**src/rtl/sprite_pkg.sv**
```systemverilog
// sprite_pkg: shared state type and per-slot cycle costs for the sprite line server
package sprite_pkg;
    typedef enum logic [2:0] {IDLE, CHECK, ISSUE, DATA, NEXT, FIN} sls_state_t;
    localparam int SLS_CYC_EN = 4;
    localparam int SLS_CYC_DIS = 2;
endpackage

```
**src/rtl/glyph_addr_gen.sv**
```systemverilog
// glyph_addr_gen: selects one slot's glyph/pos and forms glyph*HEIGHT+pos plus the line range check
module glyph_addr_gen #(
    parameter int NSPR = 8,
    parameter int GLYPHW = 7,
    parameter int POSW = 9,
    parameter int HEIGHT = 8,
    parameter int ADDRW = 10,
    parameter int SW = (NSPR > 1) ? $clog2(NSPR) : 1
) (
    input  logic [SW-1:0]          slot,
    input  logic [NSPR*GLYPHW-1:0] glyph,
    input  logic [NSPR*POSW-1:0]   pos,
    output logic [ADDRW-1:0]       addr,
    output logic                   in_range
);
    import sprite_pkg::*;
    localparam int PRODW = GLYPHW + $clog2(HEIGHT) + 1;
    logic [GLYPHW-1:0] g;
    logic [POSW-1:0]   p;
    logic [PRODW-1:0]  prod;
    logic [ADDRW:0]    sum;
    // mux the active slot, then product and offset; overflow wraps silently into ADDRW bits
    always_comb begin
        g = glyph[int'(slot)*GLYPHW +: GLYPHW];
        p = pos[int'(slot)*POSW +: POSW];
        prod = PRODW'(g) * PRODW'(HEIGHT);
        sum = (ADDRW+1)'(prod) + (ADDRW+1)'(p);
        addr = sum[ADDRW-1:0];
        in_range = 32'(p) < HEIGHT;
    end
endmodule

```
**src/rtl/sprite_line_server.sv**
```systemverilog
// sprite_line_server: per-scanline sweep granting each enabled sprite one font ROM line fetch
module sprite_line_server
    import sprite_pkg::*;
#(
    parameter int NSPR = 8,
    parameter int WIDTH = 8,
    parameter int HEIGHT = 8,
    parameter int GLYPHW = 7,
    parameter int POSW = 9,
    parameter int ADDRW = 10
) (
    input  logic                   clk,
    input  logic                   rst,
    input  logic                   line_start,
    input  logic [NSPR-1:0]        slot_en,
    input  logic [NSPR*GLYPHW-1:0] glyph,
    input  logic [NSPR*POSW-1:0]   pos,
    output logic [NSPR-1:0]        dma_avail,
    output logic [ADDRW-1:0]       rom_addr,
    input  logic [WIDTH-1:0]       rom_data,
    output logic [WIDTH-1:0]       data_out,
    output logic                   busy,
    output logic                   done,
    output logic                   overrun
);
    localparam int SW = (NSPR > 1) ? $clog2(NSPR) : 1;
    sls_state_t      state;
    logic [SW-1:0]   slot;
    logic [NSPR-1:0] en_q;
    logic            valid_q;
    logic [ADDRW-1:0] addr;
    logic            in_range;
    glyph_addr_gen #(
        .NSPR(NSPR), .GLYPHW(GLYPHW), .POSW(POSW), .HEIGHT(HEIGHT), .ADDRW(ADDRW), .SW(SW)
    ) u_addr (
        .slot(slot), .glyph(glyph), .pos(pos), .addr(addr), .in_range(in_range)
    );
    // sweep FSM: walk slots in order; glyph/pos are sampled in ISSUE so late pos updates are served
    always_ff @(posedge clk) begin
        if (rst) begin
            state <= IDLE;
            slot <= '0;
            en_q <= '0;
            valid_q <= 1'b0;
        end else begin
            case (state)
                IDLE: if (line_start) begin
                    en_q <= slot_en;
                    slot <= '0;
                    state <= CHECK;
                end
                CHECK: state <= en_q[slot] ? ISSUE : NEXT;
                ISSUE: begin
                    valid_q <= in_range;
                    state <= DATA;
                end
                DATA: state <= NEXT;
                NEXT: begin
                    if (slot == SW'(NSPR-1)) state <= FIN;
                    else begin
                        slot <= slot + 1'b1;
                        state <= CHECK;
                    end
                end
                FIN: state <= IDLE;
                default: state <= IDLE;
            endcase
        end
    end
    // outputs decode from state so a reset leaves no partial grant or stale data on the bus
    always_comb begin
        dma_avail = (state == ISSUE) ? NSPR'(1) << slot : '0;
        rom_addr = (state == ISSUE) ? addr : '0;
        data_out = (state == DATA && valid_q) ? rom_data : '0;
        busy = state != IDLE;
        done = state == FIN;
        overrun = line_start && state != IDLE;
    end
endmodule
```
**config.mk**
```make
export PLATFORM = sky130hd
export DESIGN_NAME = sprite_line_server
export DESIGN_NICKNAME = d
export VERILOG_FILES = /design/src/rtl/sprite_pkg.sv /design/src/rtl/glyph_addr_gen.sv /design/src/rtl/sprite_line_server.sv
export SDC_FILE = /design/constraint.sdc
export NUM_CORES = 1
export LEC_CHECK = 0
export BUFFER_PORTS_ARGS = -buffer_cell sky130_fd_sc_hd__buf_4
export CAP_MARGIN = 20
export CORE_MARGIN = 4
export CORE_UTILIZATION = 37
export CTS_BUF_LIST = sky130_fd_sc_hd__clkbuf_2
export CTS_CLUSTER_DIAMETER = 30
export CTS_CLUSTER_SIZE = 20
export DETAILED_ROUTE_END_ITERATION = 10
export PLACE_DENSITY = 0.84
export SLEW_MARGIN = 20
export SYNTH_ARGS = -nofsm -noshare
export SYNTH_HDL_FRONTEND = slang
export SYNTH_HIERARCHICAL = 1
export SYNTH_SLANG_ARGS = --single-unit
```
**constraint.sdc**
```tcl
create_clock -name clk -period 3.7 [get_ports clk]
set_input_delay 0.74 -clock clk [delete_from_list [all_inputs] [get_ports clk]]
set_output_delay 0.74 -clock clk [all_outputs]
set_load 0.01 [all_outputs]
```
==> summary.md, run 1 <==
| Metric | Value |
|---|---|
| Final Slew Violations | `0` |
| Nature of the critical path endpoint | `primary output` |
| Arrival time worst endpoint | `around 3.0 ns` |
| Mapped cell area | `around 2200 um2` |
| Fin Hold WS | `approximately 0.47 ns` |
| Critical path startpoint category | `flop` |
| Initial antenna violation count | `0` |
| DRC | `0` |
| Int Pwr | `~0.42 mW` |
| Synth top area share | `25.77%` |
| Initial Util | `about two fifths` |
| Switching pwr | `around 0.18 mW` |
| Num CTS Buffers | `3` |
| Max frequency | `around 0.27 GHz` |
| R2R Path Start | `slot[0]` |
| Final instance area | `between 3000 and 4000 um2` |
| Die Area | `7198 um2` |
| Clock sinks | `15` |
| Die height | `84.84 um` |
| Final worst slack | `-0.04375 ns` |
| Clock skew | `about 0.0022 ns` |
| Most common cell in the netlist | `mux4_2` |
| Leak | `~1.8 nW` |
| Core ar. | `5608 um2` |
| CTS root buf | `clkbuf_2` |
| Slew headroom | `between 50% and 60%` |
| Post-DP HPWL | `6999 um` |
| Sequential fraction of the synthesis area | `approximately 14%` |
| Drt total wl | `8541 um` |
| I/O Pins | `around 180` |
| Nets | `between 500 and 600` |
| Min-Delay Startpoint | `en_q[3]` |
| Port Buffers | `175` |
| Tcrit/Tclk final | `101.2%` |
| Pre-antenna DRT Iters | `5` |
| Largest cells by area after synthesis | `mux4_2, dfxtp_1, mux4_1` |
| Worst-Margin Slew | `0.6840 ns` |
| Synth Warn # | `6` |
| Die width | `about 85 um` |
| Clk pin slew, worst setup/hold paths | `around 0.14 ns` |
| Final setup vio count | `1` |
| Largest net degree at the start of global routing | `25` |
| Antenna Cells | `0` |
| CP Class | `reg2out` |
| Failing checks | `setup timing` |
| Result of the run | `complete, but fails checks` |
| Cts hold-fix bufs | `0` |
| Longest Clk Path Bufs | `2` |
| Area grow syn2layout | `72.91%` |
| Post-synthesis area per instance | `about 10 um2` |
| Hold WC Path Type | `reg2reg` |
| Count of cell types in the netlist | `37` |
| Fin. Hold Viols | `0` |
| Placed inst area | `roughly 3600 um2` |
| Combinational Power Share | `between 50% and 60%` |
| Synth cell count leaders | `mux4_2, and3_1, nand2_1, dfxtp_1, a21oi_1` |
| H-Tree Depth | `1` |
| Synth Flop Type | `dfxtp_1` |
| Yosys top cell by area | `mux4_2` |
| Crit path from | `slot[0]` |
| DRT iter0 DRCs | `a little under 100` |
| Clk_lat worst skew | `0.28 ns` |
| Number of synthesized flops with an enable pin | `0` |
| VDD IR max | `between 0.09 and 0.1 mV` |
| Layout cells sized above 1 | `roughly 64%` |
| Clock power frac | `13.4%` |
| Post-route ant nets | `0` |
| Vias per inst | `5.301` |
| Avg WL per Cell | `~18 um` |
| Row Count | `27` |
| Sequential power share | `29.8%` |
| Grt ovf | `0` |
| Syn nets | `around 370` |
| Vias | `2481` |
| Global-route usage over all layers | `22.43%` |
| RSZ-0062 raised after global routing | `yes` |
| Maxcap violations | `0` |
| Core Util, Final | `67.36%` |
| Async set-reset flop share out of synthesis | `0%` |
| Sw Share | `about 30%` |
| Worst-path fanout max | `7` |
| Minimum clock period after layout | `around 3.7 ns` |
| FF+latch count, synth | `15` |
| Pwr/cell area | `between 150 and 200 nW/um2` |
| First-pass GRT wire length | `approximately 13000 um` |
| Gpl congestion | `around 0.87` |
| Number of global-route vias before repair | `2736` |
| CTS tree | `built` |
| Synthesized instance count | `between 200 and 250` |
| CP required | `2.96 ns` |
logic make-up after synthesis:
| family | synth area share (%) |
|---|---|
| DFF | 13.75 |
| adders and majority gates | 7.789 |
| and+or+nand+nor | 19.01 |
| buffers and inverters | 6.357 |
| muxes | 44.73 |
| AOI/OAI and AO/OA | 6.759 |
| xor gates and xnor gates | 1.604 |
power groups by stage:
stage / clock (mW) / sequential (mW) / combinational [mW]
after CTS: 0.0826 / 0.178 / 0.320
final: 0.0798 / 0.178 / 0.339
after global placement: 0 / 0.181 / 0.291
after global routing: 0.0903 / 0.179 / 0.364
after detailed placement: 0 / 0.182 / 0.300
after floorplan: 0 / 0.178 / 0.146
sequential cells by signal, summed over array words and instances (netlist names):
signal,flops
en_q,8
slot,3
state,3
valid_q,1
per-layer routing:
layer / GRT usage (%) / wire (um)
met4: 7.338 / 280
met3: 4.078 / 594
met1: 25.38 / 3064
met5: 0 / 0
met2: 42.21 / 4602
worst max-delay path: stages, from the launching register on:
cell	delay [ns]
dfxtp_4	0.42
buf_12	0.14
mux4_2	0.50
mux2_4	0.30
ha_4	0.16
inv_2	0.05
fa_2	0.24
nor2b_4	0.06
nor3_4	0.13
o21bai_1	0.12
a21oi_1	0.18
xor2_1	0.14
and3_1	0.17
buf_6	0.10
final cells by class:
cell class,count,area [um2]
Multi-Input combinational cell,171,1827
Sequential cell,15,304.0
Tap cell,72,90.09
Clock buffer,4,20.02
Timing Repair Buffer,196,1499
Inverter,10,37.54
Fill cell,436,1831
final timing paths:
check,slack [ns],depth (start not counted),endpoint
worst max-delay path,-0.04,13,rom_addr[9]
worst min-delay path,0.47,2,en_q[3]
worst max register to register,1.54,7,slot[2]
worst min register to register,0.47,2,en_q[3]
what timing repair did:
| action | in CTS | in global routing |
|---|---|---|
| gates resized for setup | 16 | 9 |
| pin swaps | 6 | 6 |
| endpoints found under the setup margin | 3 | 4 |
| setup buffers | 6 | 1 |
per-stage QoR:
stage               total power, mW  setup TNS [ns]  instances  worst slack (ns)
floorplan                    0.3237               0        213          0.008387
global placement             0.4715         -0.1112        457           -0.1112
detailed placement           0.4815         -0.1651        457           -0.1651
CTS                          0.5807        -0.08482        467          -0.04655
global route                 0.6335         -0.3780        468           -0.1853
finish                       0.5966        -0.04375        468          -0.04375
layout by cell type, fill, tap and decap left out, types with 2 or more instances in the layout:
master and count:
ha_4 3, and3_1 20, nand2_1 18, buf_4 192, mux2_4 4, ha_1 9, mux4_1 6, and2_1 11
mux2i_1 7, a21oi_2 2, dfxtp_1 14, a31oi_1 3, mux2_2 9, xnor2_1 3, inv_1 9, mux4_2 26
buf_6 2, nor3_1 2, a21oi_1 12, nor2_1 12, nand3_1 4, clkbuf_2 4, o21bai_1 2
Note: power is estimated with default switching activity, not from simulation.
==> run 2, diff against run 1 <==
--- a/config.mk
+++ b/config.mk
@@ -14,8 +14,8 @@
 export CTS_CLUSTER_SIZE = 20
 export DETAILED_ROUTE_END_ITERATION = 10
 export PLACE_DENSITY = 0.84
+export SETUP_SLACK_MARGIN = 0.1
 export SLEW_MARGIN = 20
 export SYNTH_ARGS = -nofsm -noshare
 export SYNTH_HDL_FRONTEND = slang
-export SYNTH_HIERARCHICAL = 1
 export SYNTH_SLANG_ARGS = --single-unit
==> summary.md, run 2 <==
| Metric | Value |
|---|---|
| Result of the run | `complete, but fails checks (unchanged)` |
| Failing checks | `setup timing (unchanged)` |
| Synth Flop Type | `dfxtp_1 (unchanged)` |
| H-Tree Depth | `1 (unchanged)` |
| Avg WL per Cell | `17.79 um (was 18.25 um)` |
| Area grow syn2layout | `82.04% (was 72.91%)` |
| CP max stage cell | `mux4_2 (unchanged)` |
| Commonest non-fill, non-tap cell in the layout | `buf_4 (unchanged)` |
| Crit-path most repeated cell | `buf_6` |
| Tcrit/Tclk final | `100.9% (was 101.2%)` |
| Initial antenna violation count | `0 (unchanged)` |
| Synth top area share | `26.85% (was 25.77%)` |
| Die Area | `7187 um2 (was 7198 um2)` |
| Num CTS Buffers | `3 (unchanged)` |
| Final setup vio count | `1 (unchanged)` |
| Syn nets | `403 (was 373)` |
| Largest net degree at the start of global routing | `26 (was 25)` |
| First-pass GRT wire length | `13820 um (was 13090 um)` |
| Number of flip-flops in the largest register | `8 (unchanged)` |
| Most frequent cells in the layout | `buf_4, nand2_1, mux4_2 (was buf_4, mux4_2, and3_1)` |
| Number of global-route vias before repair | `2860 (was 2736)` |
| Largest cells by area after synthesis | `mux4_2, dfxtp_1, nand2_1 (was mux4_2, dfxtp_1, mux4_1)` |
| Post-route ant nets | `0 (unchanged)` |
| RSZ-0062 raised after global routing | `yes (unchanged)` |
| Clock sinks | `15 (unchanged)` |
| Placed inst area | `3602 um2 (was 3606 um2)` |
| I/O Pins | `176 (unchanged)` |
| Async set-reset flop share out of synthesis | `0% (unchanged)` |
| Pwr/cell area | `152.5 nW/um2 (was 157.9 nW/um2)` |
| Port Buffers | `175 (unchanged)` |
| DRT iter0 DRCs | `63 (was 97)` |
| Clk_lat worst skew | `0.28 ns (about the same)` |
| DRC | `0 (unchanged)` |
| Leak | `1.871 nW (was 1.801 nW)` |
| Grt ovf | `0 (unchanged)` |
| CTS tree | `built (unchanged)` |
| Minimum clock period after layout | `3.732 ns (was 3.744 ns)` |
| Synth cell count leaders | `nand2_1, mux4_2, a21oi_1, dfxtp_1, and2_1 (was mux4_2, and3_1, nand2_1, dfxtp_1, a21oi_1)` |
| Count of cell types in the netlist | `38 (was 37)` |
| Slew headroom | `58.03% (was 54.23%)` |
| Worst-path fanout max | `6 (was 7)` |
| Post-synthesis area per instance | `8.975 um2 (was 10.26 um2)` |
| Die height | `84.78 um (was 84.84 um)` |
| Longest Clk Path Bufs | `2 (unchanged)` |
| Critical path startpoint category | `flop (unchanged)` |
| Final instance area | `3970 um2 (was 3777 um2)` |
| Cts hold-fix bufs | `0 (unchanged)` |
| Mapped cell area | `2181 um2 (was 2185 um2)` |
| Layout cells sized above 1 | `61.34% (was 63.64%)` |
| Fin. Hold Viols | `0 (unchanged)` |
| CTS root buf | `clkbuf_2 (unchanged)` |
| Max frequency | `0.2680 GHz (was 0.2671 GHz)` |
| Nature of the critical path endpoint | `primary output (unchanged)` |
| Post-DP HPWL | `6972 um (was 6999 um)` |
| FF+latch count, synth | `15 (unchanged)` |
| Cell chain of the critical path | `buf_12 -> buf_6 -> mux4_2 -> mux2i_4 -> inv_1 -> ha_1 -> a21o_1 -> a21oi_2 -> nor2_2 -> or3_1 -> nand3_2 -> buf_6 (was buf_12 -> mux4_2 -> mux2_4 -> ha_4 -> inv_2 -> fa_2 -> nor2b_4 -> nor3_4 -> o21bai_1 -> a21oi_1 -> xor2_1 -> and3_1 -> buf_6)` |
| Clk pin slew, worst setup/hold paths | `0.14 ns (about the same)` |
| Vias | `2680 (was 2481)` |
| Row Count | `27 (unchanged)` |
| Most common cell in the netlist | `nand2_1 (was mux4_2)` |
| Overall power | `0.6053 mW (was 0.5966 mW)` |
| CP Class | `reg2out (unchanged)` |
| Synthesized instance count | `243 (was 213)` |
| Worst-Margin Slew | `0.6278 ns (was 0.6840 ns)` |
| Pre-antenna DRT Iters | `5 (unchanged)` |
| Die width | `84.78 um (was 84.84 um)` |
| Hold WC Path Type | `reg2reg (unchanged)` |
| Nets | `593 (was 557)` |
| Largest regs | `en_q: 8 flops, slot: 3 flops, state: 3 flops (unchanged)` |
| Global-route usage over all layers | `23.83% (was 22.43%)` |
| Antenna Cells | `0 (unchanged)` |
| Arrival time worst endpoint | `2.99 ns (was 3.00 ns)` |
| Worst path max stage delay | `0.52 ns (was 0.50 ns)` |
| Synth Warn # | `0 (was 6)` |
| Final worst slack | `-0.03184 ns (was -0.04375 ns)` |
| Most flops, register | `en_q (unchanged)` |
| Sequential fraction of the synthesis area | `13.77% (was 13.75%)` |
| Drt total wl | `8967 um (was 8541 um)` |
| Number of synthesized flops with an enable pin | `0 (unchanged)` |
| Yosys top cell by area | `mux4_2 (unchanged)` |
| Maxcap violations | `0 (unchanged)` |
| CP required | `2.96 ns (about the same)` |
| Clock skew | `0.0005073 ns (was 0.002202 ns)` |
| Gpl congestion | `0.8830 (was 0.8670)` |
| Initial Util | `38.89% (was 38.96%)` |
| Core ar. | `5608 um2 (unchanged)` |
| Final Slew Violations | `0 (unchanged)` |
| VDD IR max | `0.1903 mV (was 0.09801 mV)` |
| Vias per inst | `5.317 (was 5.301)` |
==> run 2: what timing repair did <==
action | 4_1_cts | 5_1_grt
pin swaps | 2 | 9
gates resized for setup | 20 | 15
setup buffers | 12 | 3
endpoints found under the setup margin | 3 | 3
cloned | 3 | 0
==> run 2: layout make-up <==
class | count | area [um2]
multi-input combinational | 197 | 1838
timing repair buffer | 203 | 1668
fill | 443 | 1638
sequential | 15 | 305.3
tap | 72 | 90.09
inverter | 13 | 48.80
clock buffer | 4 | 20.02
==> run 2: worst max-delay path: cells and delay by family, from the launching register on <==
| family | cells | cell delay (ns) |
|---|---|---|
| AND/OR/NAND/NOR | 3 | 0.52 |
| flip-flops | 1 | 0.44 |
| multiplexers | 2 | 0.73 |
| adder cells (fa/ha/maj) | 1 | 0.30 |
| AO/OA/AOI/OAI | 2 | 0.32 |
| buffers and inverters | 4 | 0.40 |
==> run 2: worst paths after layout <==
kind	start	cells past startpoint	slack (ns)	end
worst max-delay path	slot[0]	12	-0.03	rom_addr[8]
worst max register to register	slot[0]	9	1.49	slot[0]
worst min register to register	en_q[4]	2	0.46	en_q[4]
worst min-delay path	en_q[4]	2	0.46	en_q[4]
==> run 2: routing by layer <==
metal | track usage (%) | vias up | part of all wire, %
met5 | 0 | - | 0
met3 | 4.612 | 12 | 6.9
li1 | - | 1268 | -
met4 | 5.612 | 0 | 1.4
met2 | 44.63 | 130 | 53
met1 | 27.69 | 1270 | 38
==> run 2: logic make-up (layout without fill, tap and decap cells) <==
kind of cell               Yosys count  in the layout  share of synthesized area, %
muxes                               42             42                         38.55
xor gates and xnor gates             1              1                        0.4017
and+or+nand+nor                    110            110                         24.15
DFF                                 15             15                         13.77
AOI/OAI and AO/OA                   31             31                         8.434
buffers and inverters               31            220                         6.885
adders and majority gates           13             13                         7.802
==> run 2: stage by stage <==
step	hold WS [ns]	setup slack (ns)	TNS (ns)	cells	utilization [%]
3_3_place_gp	0.4390	-0.009135	-0.009135	482	64.23
3_5_place_dp	0.4472	-0.1084	-0.1084	482	64.23
5_1_grt	0.4887	-0.1740	-0.3756	504	70.79
2_1_floorplan	0.4331	0.1025	0	243	-
4_1_cts	0.4657	-0.02414	-0.03752	501	69.10
6_report	0.4621	-0.03184	-0.03184	504	70.79
==> run 2: power breakdown <==
| group | total [mW] | switching, mW | internal, mW | leakage, nW |
|---|---|---|---|---|
| clock | 0.0810 | 0.0523 | 0.0287 | 0.0166 |
| sequential | 0.177 | 0.00727 | 0.169 | 0.124 |
| combinational | 0.348 | 0.124 | 0.224 | 1.73 |
